`config.mk`:
```
export PLATFORM = sky130hd
export DESIGN_NAME = data_mem_arbiter
export DESIGN_NICKNAME = d
export VERILOG_FILES = /design/src/rtl/data_mem_arbiter_pkg.sv /design/src/rtl/data_mem_arb_pick.sv /design/src/rtl/data_mem_arbiter.sv
export SDC_FILE = /design/constraint.sdc
export NUM_CORES = 1
export LEC_CHECK = 0
export CORE_AREA = 2 2 90 92
export DETAILED_ROUTE_END_ITERATION = 10
export DIE_AREA = 0 0 92 94
export GPL_ROUTABILITY_DRIVEN = 0
export PLACE_DENSITY = 0.77
export SYNTH_ARGS = -nofsm -noshare
export SYNTH_HDL_FRONTEND = slang
export SYNTH_SLANG_ARGS = --single-unit
```
`constraint.sdc`:
```
create_clock -name clk -period 3.4 [get_ports clk]
set_input_delay 0.68 -clock clk [delete_from_list [all_inputs] [get_ports clk]]
set_output_delay 0.68 -clock clk [all_outputs]
set_load 0.02 [all_outputs]
```
`src/rtl/data_mem_arbiter_pkg.sv`:
```
// Shared constants and types for the two-port data memory arbiter.
package data_mem_arbiter_pkg;

  localparam int PORT_CORE = 0;
  localparam int PORT_DBG  = 1;

  typedef struct packed {
    logic valid;
    logic owner;
  } rsp_t;

endpackage

```
`src/rtl/data_mem_arb_pick.sv`:
```
// Two-way picker: the port named by prio_i wins a tie; output is one-hot or zero.
module data_mem_arb_pick (
  input  logic [1:0] req_i,
  input  logic       prio_i,
  output logic [1:0] gnt_o
);

  always_comb begin
    gnt_o = 2'b00;
    if (req_i[prio_i]) begin
      gnt_o[prio_i] = 1'b1;
    end else if (req_i[~prio_i]) begin
      gnt_o[~prio_i] = 1'b1;
    end
  end

endmodule

```
`src/rtl/data_mem_arbiter.sv`:
```
// Two-port arbiter in front of a single-port write-first RAM, 1-cycle response.
// Define DATA_MEM_ARB_RR_EN for round-robin; otherwise fixed priority with starvation limit.
module data_mem_arbiter
  import data_mem_arbiter_pkg::*;
#(
  parameter int ADDR_WIDTH   = 16,
  parameter int DATA_WIDTH   = 32,
  parameter int STARVE_LIMIT = 4
) (
  input  logic                            clk,
  input  logic                            rstn_i,
  input  logic [1:0]                      req_i,
  input  logic [1:0][ADDR_WIDTH-1:0]      addr_i,
  input  logic [1:0]                      we_i,
  input  logic [1:0][DATA_WIDTH/8-1:0]    be_i,
  input  logic [1:0][DATA_WIDTH-1:0]      wdata_i,
  output logic [1:0]                      gnt_o,
  output logic [1:0]                      rvalid_o,
  output logic [DATA_WIDTH-1:0]           rdata_o,
  output logic                            mem_en_o,
  output logic [ADDR_WIDTH-1:0]           mem_addr_o,
  output logic                            mem_we_o,
  output logic [DATA_WIDTH/8-1:0]         mem_be_o,
  output logic [DATA_WIDTH-1:0]           mem_wdata_o,
  input  logic [DATA_WIDTH-1:0]           mem_rdata_i
);

  logic       prio_hint;
  logic [1:0] pick_gnt;
  rsp_t       rsp_q, rsp_d;
  logic       rd_q, rd_d;

`ifdef DATA_MEM_ARB_RR_EN
  // last_q = port that won most recently; the other port gets the next tie.
  logic last_q, last_d;

  assign prio_hint = ~last_q;

  always_comb begin
    last_d = last_q;
    if (gnt_o[PORT_DBG]) begin
      last_d = 1'b1;
    end else if (gnt_o[PORT_CORE]) begin
      last_d = 1'b0;
    end
  end

  always_ff @(posedge clk or negedge rstn_i) begin
    if (!rstn_i) begin
      last_q <= 1'b0;
    end else begin
      last_q <= last_d;
    end
  end
`else
  localparam int CNT_W = ($clog2(STARVE_LIMIT + 1) > 3) ? $clog2(STARVE_LIMIT + 1) : 3;
  localparam logic [CNT_W-1:0] LIMIT = CNT_W'(STARVE_LIMIT);

  logic [CNT_W-1:0] starve_q, starve_d;

  assign prio_hint = (starve_q == LIMIT);

  // Counts core wins while debug waits; saturating so it can never wrap back to 0.
  always_comb begin
    starve_d = starve_q;
    if (gnt_o[PORT_DBG] || !req_i[PORT_DBG]) begin
      starve_d = '0;
    end else if (gnt_o[PORT_CORE] && (starve_q != {CNT_W{1'b1}})) begin
      starve_d = starve_q + 1'b1;
    end
  end

  always_ff @(posedge clk or negedge rstn_i) begin
    if (!rstn_i) begin
      starve_q <= '0;
    end else begin
      starve_q <= starve_d;
    end
  end
`endif

  data_mem_arb_pick u_pick (
    .req_i  (req_i),
    .prio_i (prio_hint),
    .gnt_o  (pick_gnt)
  );

  assign gnt_o = rstn_i ? pick_gnt : 2'b00;

  always_comb begin
    mem_en_o    = |gnt_o;
    mem_addr_o  = '0;
    mem_we_o    = 1'b0;
    mem_be_o    = '0;
    mem_wdata_o = '0;
    if (gnt_o[PORT_DBG]) begin
      mem_addr_o  = addr_i[PORT_DBG];
      mem_we_o    = we_i[PORT_DBG];
      mem_be_o    = be_i[PORT_DBG];
      mem_wdata_o = wdata_i[PORT_DBG];
    end else if (gnt_o[PORT_CORE]) begin
      mem_addr_o  = addr_i[PORT_CORE];
      mem_we_o    = we_i[PORT_CORE];
      mem_be_o    = be_i[PORT_CORE];
      mem_wdata_o = wdata_i[PORT_CORE];
    end
  end

  always_comb begin
    rsp_d.valid = |gnt_o;
    rsp_d.owner = gnt_o[PORT_DBG];
    rd_d        = (|gnt_o) & ~mem_we_o;
  end

  always_ff @(posedge clk or negedge rstn_i) begin
    if (!rstn_i) begin
      rsp_q <= '0;
      rd_q  <= 1'b0;
    end else begin
      rsp_q <= rsp_d;
      rd_q  <= rd_d;
    end
  end

  always_comb begin
    rvalid_o               = 2'b00;
    rvalid_o[rsp_q.owner]  = rsp_q.valid;
  end

  // Write responses carry no data; only read responses expose the RAM output.
  assign rdata_o = (rsp_q.valid && rd_q) ? mem_rdata_i : '0;

endmodule

```
# == Yosys cells after proc, flatten, opt, wreduce, memory -nomap -nowiden ==
# Cells that the tools add are included.
# word_totals
regBits,6
in_bits,142
output_inout_bits,90
wordCells,50
# op_classes
n_addsub,1
n_lt_le_gt_ge,6
n_eq_ne,2
muxes,24
n_bitwise,4
n_reduce_logical,9
# ops
op,count
$mux 32,3
$mux 16,2
$mux 1,9
$mux 4,2
$lt 1x2->1 const B,3
$mux 2,3
$mux 3,2
$logic_and 1x1->1,5
$add 3x1->3 const B,1
$demux 1 s1,3
$eq 3x3->1 const B,1
$ge 1x1->1 const B,3
$ne 3x3->1 const B,1
$and 2x2->2,1
$not 1->1,2
$reduce_bool 2->1,1
$reduce_or 2->1,1
$and 1x1->1,1
$logic_not 1->1,1
$logic_or 1x1->1,1

# == Longest topological paths before layout ==
# Gate-level depths: netlist of run 1.
# logic_depth
ltp_word,13
mapped_depth,7
mapped_depth_nobuf,5

# == Modules after synthesis ==
# From an unflattened synthesis of run 1, not the netlist that was laid out.
# unflattened
hier_cells,135
area_unflattened_um2,1186.1
# by_module_without_submodules
module,n_inst,cells_each,area_per_inst_um2,seq_area_each_um2
data_mem_arbiter,1,132,1167.4,150.1
data_mem_arb_pick,1,3,18.8,0.0

# == Worst setup path before layout of run 1 ==
# No wires, ideal clock.
# synth_path
path_type,in2out
start,input port req_i[0]
end,output port mem_wdata_o[10]
t_arrival_ns,1.543
required_time_ns,2.720
slack_ns,1.177
stages,4
path_buffers,1
cell_sequence,a21boi_2 nor2_4 buf_2 a22o_1
# synth_via
word_cells_on_any_way,9
cone_classes,9 x mux
# synth_rtl
element,line_no,text
start: declaration,data_mem_arbiter.sv:12,"input logic [1:0] req_i,"
$mux 1 (implied by the code) (2 in a row),data_mem_arb_pick.sv:12,end else if (req_i[~prio_i]) begin
$mux 2,data_mem_arb_pick.sv:12,
$mux 2 (*),data_mem_arb_pick.sv:10,if (req_i[prio_i]) begin
$mux 2 (*),data_mem_arbiter.sv:88,assign gnt_o = rstn_i ? pick_gnt : 2'b00;
net gnt_o[1],data_mem_arbiter.sv:17,"output logic [1:0] gnt_o,"
$mux 32 (*),data_mem_arbiter.sv:96,if (gnt_o[PORT_DBG]) begin
end: declaration,data_mem_arbiter.sv:24,"output logic [DATA_WIDTH-1:0] mem_wdata_o,"
# The timed path passes the listed nets; every way through them passes the cells marked *. The select of a mux whose other input is x is not followed.

# == Worst setup path after layout of run 1 ==
# layout_path
start,input port req_i[1]
end,output port mem_addr_o[14]
# layout_via
elab_chain_len,7
word_cells_on_any_way,9
cone_classes,9 x mux
# layout_rtl
element,line_no,text
$mux 1 (implied by the code) (2 in a row),data_mem_arb_pick.sv:12,
$mux 2,data_mem_arb_pick.sv:12,
$mux 2 (*),data_mem_arb_pick.sv:10,
$mux 2 (*),data_mem_arbiter.sv:88,
$mux 16,data_mem_arbiter.sv:101,end else if (gnt_o[PORT_CORE]) begin
$mux 16 (*),data_mem_arbiter.sv:96,
end: declaration,data_mem_arbiter.sv:21,"output logic [ADDR_WIDTH-1:0] mem_addr_o,"
# Every way passes the cells marked *; elsewhere a longest branch is shown, timed or not. The select of a mux whose other input is x is not followed.

==> impl_metrics.py, run 1 <==
metrics = {
    "timing": {
        "finalWorstSetupSlack_ns": 0.09334,
        "slew_violations": 0,
        "hold_viol": 0,
        "timing.max_slew.rel_slack_pct": 49.92,
        "finClkSkew_ns": 0.001402,
        "final.period_utilization_pct": 97.25,
        "setup_viol_count_final": 0,
        "max_clock_freq_mhz": 302.4,
        "finalWorstPathRequiredPeriod_ns": 3.307,
        "worst-slew-pin-transition_ns": 0.7513,
    },
    "clock_tree": {
        "cts_resized": 0,
        "cts-htree-levels": 1,
        "clock_tree_from_tritoncts": "yes",
        "cts_root_buf": "sky130_fd_sc_hd__clkbuf_8",
        "tritoncts.num_buffers": 3,
        "cts_max_path_buffers": 2,
        "clk_transition_reported_paths_ns": 0.03,
        "holdBufCountCts": 0,
        "clock_sinks": 6,
        "post_cts_setup_buffers": 0,
        "worst_skew_late_latency_ns": 0.22,
    },
    "hold_path": {
        "hp_class": "reg2reg",
    },
    "worst_setup_path": {
        "worstPathBufferInverterCount": 3,
        "timing.critical_path.max_delay_family": "buffers and inverters",
        "critical_path_start_type": "input port",
        "required_ns": 2.72,
        "worst_ep_arrival_time_ns": 2.63,
        "worst_path_max_delay_cell": "sky130_fd_sc_hd__clkdlybuf4s50_1",
        "crit_path_max_incr_delay_ns": 0.63,
        "cp_common_cell": "sky130_fd_sc_hd__clkdlybuf4s50_1",
        "setup.worst_path.end_class": "primary output",
        "setup.worst_path.class": "in2out",
        "critical_path_cell_list": "clkdlybuf4s50_1 -> nand2_1 -> nor2_4 -> buf_12 -> a22o_1 -> clkdlybuf4s50_1",
        "critical_path_peak_fanout": 27,
    },
    "grt": {
        "global_route.usage.total_pct": 14.88,
        "largest_net_degree_at_the_start_of_global_routing": 54,
        "antenna_found_initial": 0,
        "grt_first_pass_wirelength_um": 10380,
        "overflow": 0,
        "number_of_global_route_vias_before_repair": 1963,
    },
    "yosys": {
        "synthesis.instances": 136,
        "synth_most_common_cell": "sky130_fd_sc_hd__a22o_1",
        "mappedNetlistNets": 281,
        "syn-cell-area_um2": 1125,
        "synth.top_cell.area_share_pct": 41.27,
        "synth_seq_area_share_pct": 13.35,
        "cell_types_with_the_highest_counts_after_synthesis": "sky130_fd_sc_hd__a22o_1 (53), sky130_fd_sc_hd__and3_1 (33), sky130_fd_sc_hd__buf_6 (6), sky130_fd_sc_hd__clkbuf_1 (6), sky130_fd_sc_hd__dfrtp_1 (6)",
        "async_flop_share_pct": 100.0,
        "synth-warning-count": 0,
        "number_of_distinct_library_cell_variants_in_the_gate_level_netlist_after_synthesis": 21,
        "ys_dominant_reg_cell": "sky130_fd_sc_hd__dfrtp_1",
        "synth_largest_area_cell": "sky130_fd_sc_hd__a22o_1",
        "register_bit_total_from_synthesis": 6,
        "synth_enable_flop_cells": 0,
        "synth_top_cells_by_area": "sky130_fd_sc_hd__a22o_1 (41%), sky130_fd_sc_hd__and3_1 (18%), sky130_fd_sc_hd__dfrtp_1 (13%)",
        "synthesis.area_per_instance_um2": 8.271,
    },
    "die": {
        "std_cell_rows": 32,
        "boundaryPins": 232,
        "area_of_the_die_um2": 8648,
        "initial_utilization_pct": 14.79,
        "die_x_um": 92,
        "core-area_um2": 7607,
        "die_h_um": 94,
    },
    "detailed_routing": {
        "drt_first_pass_iters": 4,
        "route.detailed.vias_per_inst": 4.433,
        "dr_total_vias": 2048,
        "initialDrtViolationCount": 43,
        "wl_final_um": 7451,
        "postRouteAntennaNets": 0,
        "drcViolationCount": 0,
        "route.detailed.wl_per_inst_um": 16.13,
    },
    "cells_and_area": {
        "layout.nets": 507,
        "n_antenna_cell": 0,
        "final_layout_size_suffix_gt1_share_pct": 3.889,
        "layout.filler_cells": 723,
        "syn_to_final_growth_pct": 218.8,
        "final_core_utilization_pct": 47.14,
    },
    "job": {
        "drv.max_cap_violation_count": 0,
    },
    "place": {
        "hpwl_after_detailed_placement_um": 6103,
        "dp_slack_ns": 0.06937,
        "port_buffer_cells": 231,
    },
    "power": {
        "total_power_w": 0.0006167,
        "peakVddDrop_v": 0.0001308,
        "power.density_nw_per_um2": 172.0,
        "cellLeakagePower_nw": 1.490,
    },
    "outcome": {
        "run_status": "finished, final reports clean",
    },
}
-- final cells by class --
type,count,area (µm²),share of cell area [%]
Clock buffer,3,41.29,1.151
Sequential cell,6,150.1,4.187
Inverter,3,11.26,0.3140
Multi-Input combinational cell,110,848.3,23.66
Timing Repair Buffer,238,2407,67.13
Tap cell,102,127.6,3.559
-- final timing paths --
check | to | slack, ns | cells after the start | startpoint
worst min-delay path | starve_q[0] | 0.56 | 2 | starve_q[0]
worst max-delay path | mem_addr_o[14] | 0.09 | 6 | req_i[1]
min in group asynchronous | rsp_q[1] | 0.84 | 2 | rstn_i
max in group asynchronous | starve_q[1] | 2.44 | 2 | rstn_i
worst min register to register | starve_q[0] | 0.56 | 2 | starve_q[0]
worst max register to register | rd_q | 1.99 | 5 | starve_q[0]
-- where the power goes --
part           switching [W]  internal [W]
registers          0.0000116     0.0000748
logic               0.000155      0.000272
clock network      0.0000274     0.0000758
total               0.000194      0.000422
-- routing by layer --
metal	part of all wire [%]	vias to the layer above	track usage [%]
li1	-	999	-
met5	0	-	0
met2	53	114	27.51
met4	0.52	0	2.488
met3	9.0	4	4.735
met1	37	931	16.97
-- cell usage in the layout (no fill, tap or decap), drive strengths merged --
cell / n
a21boi: 1
a21oi: 3
a221oi: 1
a22o: 53
and2: 1
and3: 34
and3b: 1
buf: 6
clkbuf: 4
clkdlybuf4s50: 231
dfrtp: 6
ha: 3
inv: 3
nand2: 1
nand3: 4
nand3b: 1
nor2: 1
nor2b: 1
o21ai: 5
-- flip-flops by register name, indices dropped and copies added (netlist names) --
register / cells
starve_q: 3
rsp_q: 2
rd_q: 1
-- cell families (layout without fill, tap and decap cells) --
logic type | count (synthesis) | in the layout | synth area share (%)
AOI/OAI and AO/OA | 63 | 63 | 46.61
adders and majority gates | 3 | 3 | 3.337
buffers and inverters | 20 | 244 | 11.23
DFF | 6 | 6 | 13.35
and+or+nand+nor | 44 | 44 | 25.47
-- worst min-delay path, cell delays in order, from the launching register on --
cell and delay [ns]:
sky130_fd_sc_hd__dfrtp_1 0.38, sky130_fd_sc_hd__o21ai_0 0.08, sky130_fd_sc_hd__a21oi_1 0.06
-- per-stage QoR --
stage	setup TNS [ns]	hold slack, ns	instances	area, µm²
6_report	0	0.5600	462	3586
5_1_grt	-0.0001148	0.6061	462	3586
4_1_cts	0	0.5639	461	3561
3_5_place_dp	0	0.5566	458	3520
3_3_place_gp	0	0.5576	458	3520
2_1_floorplan	0	0.3844	136	1125
No activity file was read; power rests on OpenSTA's default activity.
==> run 2, diff against run 1 <==
GPL_TIMING_DRIVEN = 0   (was unset)
==> impl_metrics.py, run 2 (synthesis gave the netlist of run 1 again) <==
metrics = {
    "outcome": {
        "run_status": "finished, final reports clean",
    },
    "clock_tree": {
        "clock_tree_from_tritoncts": "yes",
        "cts-htree-levels": 1,
        "cts_max_path_buffers": 2,
        "tritoncts.num_buffers": 3,
        "cts_root_buf": "sky130_fd_sc_hd__clkbuf_8",
        "clk_transition_reported_paths_ns": 0.04,
        "clock_sinks": 6,
        "holdBufCountCts": 0,
        "worst_skew_late_latency_ns": 0.22,
    },
    "power": {
        "portion_of_total_power_attributed_to_sequential_cells_pct": 12.5,
        "p_switching_w": 0.0002004,
        "cellLeakagePower_nw": 1.626,
        "internal-power_w": 0.0004244,
        "combPwrFrac_pct": 70.5,
        "power.clock.fraction_pct": 16.9,
        "total_power_w": 0.0006248,
        "peakVddDrop_v": 0.00009014,
        "power.density_nw_per_um2": 171.4,
        "switching_share_pct": 32.07,
    },
    "cells_and_area": {
        "final_layout_size_suffix_gt1_share_pct": 5.391,
        "final_area_um2": 3645,
        "biggestRegsByFlops": "starve_q: 3 flops, rsp_q: 2 flops, rd_q: 1 flops",
        "number_of_flip_flops_in_the_largest_register": 3,
        "final_core_utilization_pct": 47.91,
        "layout.nets": 518,
        "most_common_library_cell_in_the_layout_ignoring_fill_and_taps": "sky130_fd_sc_hd__clkdlybuf4s50_1",
        "n_antenna_cell": 0,
        "final_cell_mix": "sky130_fd_sc_hd__clkdlybuf4s50_1 (223), sky130_fd_sc_hd__a22o_1 (53), sky130_fd_sc_hd__and3_1 (33)",
        "largest-register": "starve_q",
        "final_cell_count_no_fill": 473,
        "syn_to_final_growth_pct": 224.0,
    },
    "worst_setup_path": {
        "worst_path_max_delay_cell": "sky130_fd_sc_hd__clkdlybuf4s50_1",
        "setup.worst_path.class": "in2out",
        "worstPathBufferInverterCount": 3,
        "required_ns": 2.72,
        "crit_path_max_incr_delay_ns": 0.62,
        "critical_path_cell_list": "clkdlybuf4s50_1 -> nand2_1 -> nor2_4 -> buf_4 -> a22o_1 -> clkdlybuf4s50_1",
        "critical_path_peak_fanout": 10,
        "cp_common_cell": "sky130_fd_sc_hd__clkdlybuf4s50_1",
        "setup.worst_path.end_class": "primary output",
        "worst_ep_arrival_time_ns": 2.63,
        "critical_path_start_type": "input port",
        "timing.critical_path.max_delay_family": "buffers and inverters",
    },
    "place": {
        "hpwl_after_detailed_placement_um": 6674,
        "port_buffer_cells": 231,
        "dp_cells": 469,
        "detailed_place.area_um2": 3565,
    },
    "detailed_routing": {
        "initialDrtViolationCount": 36,
        "route.detailed.wl_per_inst_um": 16.53,
        "wl_final_um": 7818,
        "drcViolationCount": 0,
        "postRouteAntennaNets": 0,
        "route.detailed.vias_per_inst": 4.476,
        "dr_total_vias": 2117,
        "drt_first_pass_iters": 4,
    },
    "timing": {
        "hold_viol": 0,
        "setup_viol_count_final": 0,
        "rsz0062_at_grt": "no",
        "final.period_utilization_pct": 97.39,
        "finClkSkew_ns": 0.001750,
        "slew_violations": 0,
        "finalWorstPathRequiredPeriod_ns": 3.311,
        "worst-slew-pin-transition_ns": 0.3214,
        "max_clock_freq_mhz": 302.0,
        "final.setup.tns_ns": 0,
        "timing.max_slew.rel_slack_pct": 78.35,
    },
    "die": {
        "initial_utilization_pct": 14.79,
        "die_x_um": 92,
        "std_cell_rows": 32,
        "boundaryPins": 232,
        "die_h_um": 94,
        "core-area_um2": 7607,
        "area_of_the_die_um2": 8648,
    },
    "grt": {
        "largest_net_degree_at_the_start_of_global_routing": 12,
        "overflow": 0,
        "grt_first_pass_wirelength_um": 11030,
        "global_route.usage.total_pct": 15.96,
        "number_of_global_route_vias_before_repair": 2119,
        "antenna_found_initial": 0,
    },
    "job": {
        "drv.max_cap_violation_count": 0,
    },
    "hold_path": {
        "hp_class": "in2async",
    },
}
-- run 2: cell count changes in the layout (fill, tap and decap cells not counted), sizes merged --
cell,before,now
clkbuf,4,12
nor2,1,2
dlymetal6s2s,0,7
buf,6,9
clkdlybuf4s50,231,223
-- run 2: layer usage --
| metal | wire length, µm | vias to the layer above | GRT usage [%] |
|---|---|---|---|
| met5 | 0 | - | 0 |
| met4 | 110 | 0 | 3.731 |
| met3 | 669 | 10 | 4.494 |
| met2 | 4232 | 122 | 31.07 |
| met1 | 2806 | 963 | 16.90 |
| li1 | - | 1022 | - |
-- run 2: through the flow --
stage                     hold slack [ns]  setup WS, ns
after floorplan                    0.3844         1.177
after global placement             0.5612       -0.2250
after detailed placement           0.5633       -0.2804
after CTS                          0.5105     0.0004690
after global routing               0.3228      0.006099
final                              0.3172       0.08875
-- run 2: final cells by class --
class | count | area [µm²]
plain buffers | 17 | 127.6
clock buffers | 3 | 41.29
fillers | 710 | 3963
inverters | 3 | 11.26
multi-input cells | 111 | 862.1
flip-flops and latches | 6 | 150.1
well taps | 102 | 127.6
repair buffers | 231 | 2325
-- run 2: power groups by stage --
stage | Sequential (W) | Combinational, W | Clock (W)
global route | 0.0000790 | 0.000465 | 0.000116
CTS | 0.0000784 | 0.000443 | 0.000110
floorplan | 0.0000780 | 0.000154 | 0
global placement | 0.0000792 | 0.000434 | 0
detailed placement | 0.0000793 | 0.000439 | 0
finish | 0.0000783 | 0.000441 | 0.000106
-- run 2: path summary, 6_finish.rpt --
path / startpoint / end / slack [ns] / cells past startpoint
max: req_i[1] / mem_wdata_o[1] / 0.09 / 6
max reg2reg: starve_q[0] / rd_q / 1.82 / 6
min in group clk: starve_q[1] / starve_q[1] / 0.57 / 2
min: rstn_i / rd_q / 0.32 / 1
max in group asynchronous: rstn_i / starve_q[2] / 2.88 / 1
min reg2reg: starve_q[1] / starve_q[1] / 0.57 / 2
-- run 2: timing repair --
action	in CTS	in global routing
resized for setup	4	12
cloned	1	0
setup buffers	0	0
pin swaps	1	0
setup endpoints to repair	52	45
==> run 3, diff against run 2 <==
PLACE_DENSITY = 0.66   (was 0.77)
==> impl_metrics.py, run 3 (synthesis gave the netlist of run 1 again) <==
metrics = {
    "detailed_routing": {
        "drt_first_pass_iters": 5,
        "drcViolationCount": 0,
        "dr_total_vias": 2110,
        "wl_final_um": 7233,
        "route.detailed.wl_per_inst_um": 15.23,
        "initialDrtViolationCount": 32,
        "route.detailed.vias_per_inst": 4.442,
        "postRouteAntennaNets": 0,
    },
    "worst_setup_path": {
        "timing.critical_path.max_delay_family": "buffers and inverters",
        "cp_common_cell": "sky130_fd_sc_hd__clkdlybuf4s50_1",
        "regToRegStartpoint": "starve_q[0]",
        "setup.worst_path.class": "in2out",
        "number_of_cells_traversed_by_the_worst_register_to_register_path": 6,
        "critical_path_start_type": "input port",
        "worst_ep_arrival_time_ns": 2.62,
        "crit_path_max_incr_delay_ns": 0.60,
        "critical_path_cell_list": "clkdlybuf4s50_1 -> nand2_1 -> nor2_4 -> clkbuf_4 -> a22o_1 -> clkdlybuf4s50_1",
        "crit-reg2reg-capture": "rd_q",
        "worst_path_max_delay_cell": "sky130_fd_sc_hd__clkdlybuf4s50_1",
        "critical_path_peak_fanout": 10,
        "worstPathBufferInverterCount": 3,
        "r2r_setup_slack_ns": 1.90,
        "required_ns": 2.72,
        "setup.worst_path.end_class": "primary output",
    },
    "clock_tree": {
        "holdBufCountCts": 0,
        "clock_sinks": 6,
        "tritoncts.num_buffers": 3,
        "clock_tree_from_tritoncts": "yes",
        "clk_transition_reported_paths_ns": 0.04,
        "cts-htree-levels": 1,
        "cts_root_buf": "sky130_fd_sc_hd__clkbuf_8",
        "worst_skew_late_latency_ns": 0.22,
        "cts_max_path_buffers": 2,
    },
    "cells_and_area": {
        "number_of_flip_flops_in_the_largest_register": 3,
        "n_antenna_cell": 0,
        "biggestRegsByFlops": "starve_q: 3 flops, rsp_q: 2 flops, rd_q: 1 flops",
        "final_cell_mix": "sky130_fd_sc_hd__clkdlybuf4s50_1 (199), sky130_fd_sc_hd__a22o_1 (53), sky130_fd_sc_hd__and3_1 (33)",
        "largest-register": "starve_q",
        "syn_to_final_growth_pct": 230.5,
        "layout.nets": 520,
        "final_layout_size_suffix_gt1_share_pct": 5.630,
        "final_cell_count_no_fill": 475,
        "most_common_library_cell_in_the_layout_ignoring_fill_and_taps": "sky130_fd_sc_hd__clkdlybuf4s50_1",
        "layout.filler_cells": 718,
    },
    "place": {
        "hpwl_after_detailed_placement_um": 6160,
        "dp_cells": 469,
        "port_buffer_cells": 231,
    },
    "die": {
        "boundaryPins": 232,
        "area_of_the_die_um2": 8648,
        "std_cell_rows": 32,
        "initial_utilization_pct": 14.79,
        "die_x_um": 92,
        "core-area_um2": 7607,
        "die_h_um": 94,
    },
    "grt": {
        "global_route.peak_usage_layer": "met2",
        "use_met3_pct": 6.019,
        "number_of_global_route_vias_before_repair": 2126,
        "grt_use_met2_pct": 29.17,
        "antenna_found_initial": 0,
        "global_route.usage.total_pct": 14.76,
        "met1_usage_grt_pct": 14.63,
        "grt_first_pass_wirelength_um": 10190,
        "largest_net_degree_at_the_start_of_global_routing": 12,
        "overflow": 0,
    },
    "power": {
        "total_power_w": 0.0006203,
        "power.clock.fraction_pct": 17.3,
        "switching_share_pct": 32.04,
        "combPwrFrac_pct": 70.0,
        "p_switching_w": 0.0001987,
        "internal-power_w": 0.0004215,
        "portion_of_total_power_attributed_to_sequential_cells_pct": 12.7,
        "peakVddDrop_v": 0.0001058,
        "power.density_nw_per_um2": 166.9,
        "cellLeakagePower_nw": 1.997,
    },
    "timing": {
        "worst-slew-pin-transition_ns": 0.4324,
        "finClkSkew_ns": 0.0004400,
        "final.period_utilization_pct": 96.92,
        "final.setup.tns_ns": 0,
        "hold_viol": 0,
        "timing.max_slew.rel_slack_pct": 71.17,
        "slew_violations": 0,
        "rsz0062_at_grt": "yes",
        "setup_viol_count_final": 0,
        "max_clock_freq_mhz": 303.5,
        "finalWorstPathRequiredPeriod_ns": 3.295,
    },
    "outcome": {
        "run_status": "finished, final reports clean",
    },
    "hold_path": {
        "hp_class": "in2async",
    },
    "job": {
        "drv.max_cap_violation_count": 0,
    },
}
## run 3: cell count changes in the layout (fill, tap and decap cells not counted)
cell                              delta
sky130_fd_sc_hd__clkbuf_2            -1
sky130_fd_sc_hd__a21boi_4            -1
sky130_fd_sc_hd__clkbuf_4            +2
sky130_fd_sc_hd__clkdlybuf4s50_1    -24
sky130_fd_sc_hd__a21boi_2            +1
sky130_fd_sc_hd__clkdlybuf4s15_1     +1
sky130_fd_sc_hd__dlymetal6s2s_1     +24
## run 3: power groups by stage
stage	Clock, W	Sequential (W)	Combinational [W]
after floorplan	0	0.0000780	0.000154
after global placement	0	0.0000793	0.000437
after detailed placement	0	0.0000797	0.000439
after CTS	0.000112	0.0000787	0.000441
after global routing	0.000113	0.0000794	0.000461
final	0.000107	0.0000786	0.000434
## run 3: how the worst max path moves through the flow
stage / end / cells past startpoint / start / slack (ns)
4_1_cts: mem_we_o / 6 / req_i[1] / 0.002
5_1_grt: mem_wdata_o[3] / 6 / req_i[1] / -0.01
3_3_place_gp: mem_wdata_o[9] / 6 / rstn_i / -0.26
6_report: mem_wdata_o[3] / 6 / req_i[1] / 0.10
3_5_place_dp: mem_wdata_o[9] / 6 / rstn_i / -0.29
2_1_floorplan: mem_wdata_o[10] / 4 / req_i[0] / 1.18
## run 3: area by class of cell
type	count	area, µm²	area share (%)
timing repair buffer	233	2405	64.69
multi-input combinational	111	854.6	22.99
sequential	6	150.1	4.039
buffer	17	127.6	3.433
tap	102	127.6	3.433
clock buffer	3	41.29	1.111
inverter	3	11.26	0.3029
## run 3: metrics by stage
step | hold WS, ns | util, % | area [µm²] | setup slack [ns]
finish | 0.4691 | 48.87 | 3717 | 0.1047
floorplan | 0.3844 | - | 1125 | 1.177
global route | 0.4963 | 48.87 | 3717 | -0.01091
detailed placement | 0.5700 | 46.86 | 3565 | -0.2897
global placement | 0.5589 | 46.86 | 3565 | -0.2577
CTS | 0.5061 | 47.42 | 3607 | 0.001888
## run 3: worst reg2reg max path, cell delays in order (launching register included)
cell	delay [ns]
sky130_fd_sc_hd__dfrtp_1	0.39
sky130_fd_sc_hd__inv_1	0.08
sky130_fd_sc_hd__ha_1	0.24
sky130_fd_sc_hd__nand3_2	0.13
sky130_fd_sc_hd__and3_4	0.20
sky130_fd_sc_hd__buf_6	0.14
sky130_fd_sc_hd__a221oi_1	0.23
## run 3: metal layers
metal	up-vias	part of all wire, %
li1	1027	-
met1	938	33
met2	140	54
met3	5	13
met4	0	0.53
met5	-	0
## run 3: what timing repair did
action / CTS / global route
setup endpoints to repair: 51 / 49
cloned: 0 / 1
setup buffers: 0 / 2
gates resized for setup: 2 / 36
pin swaps: 1 / 1
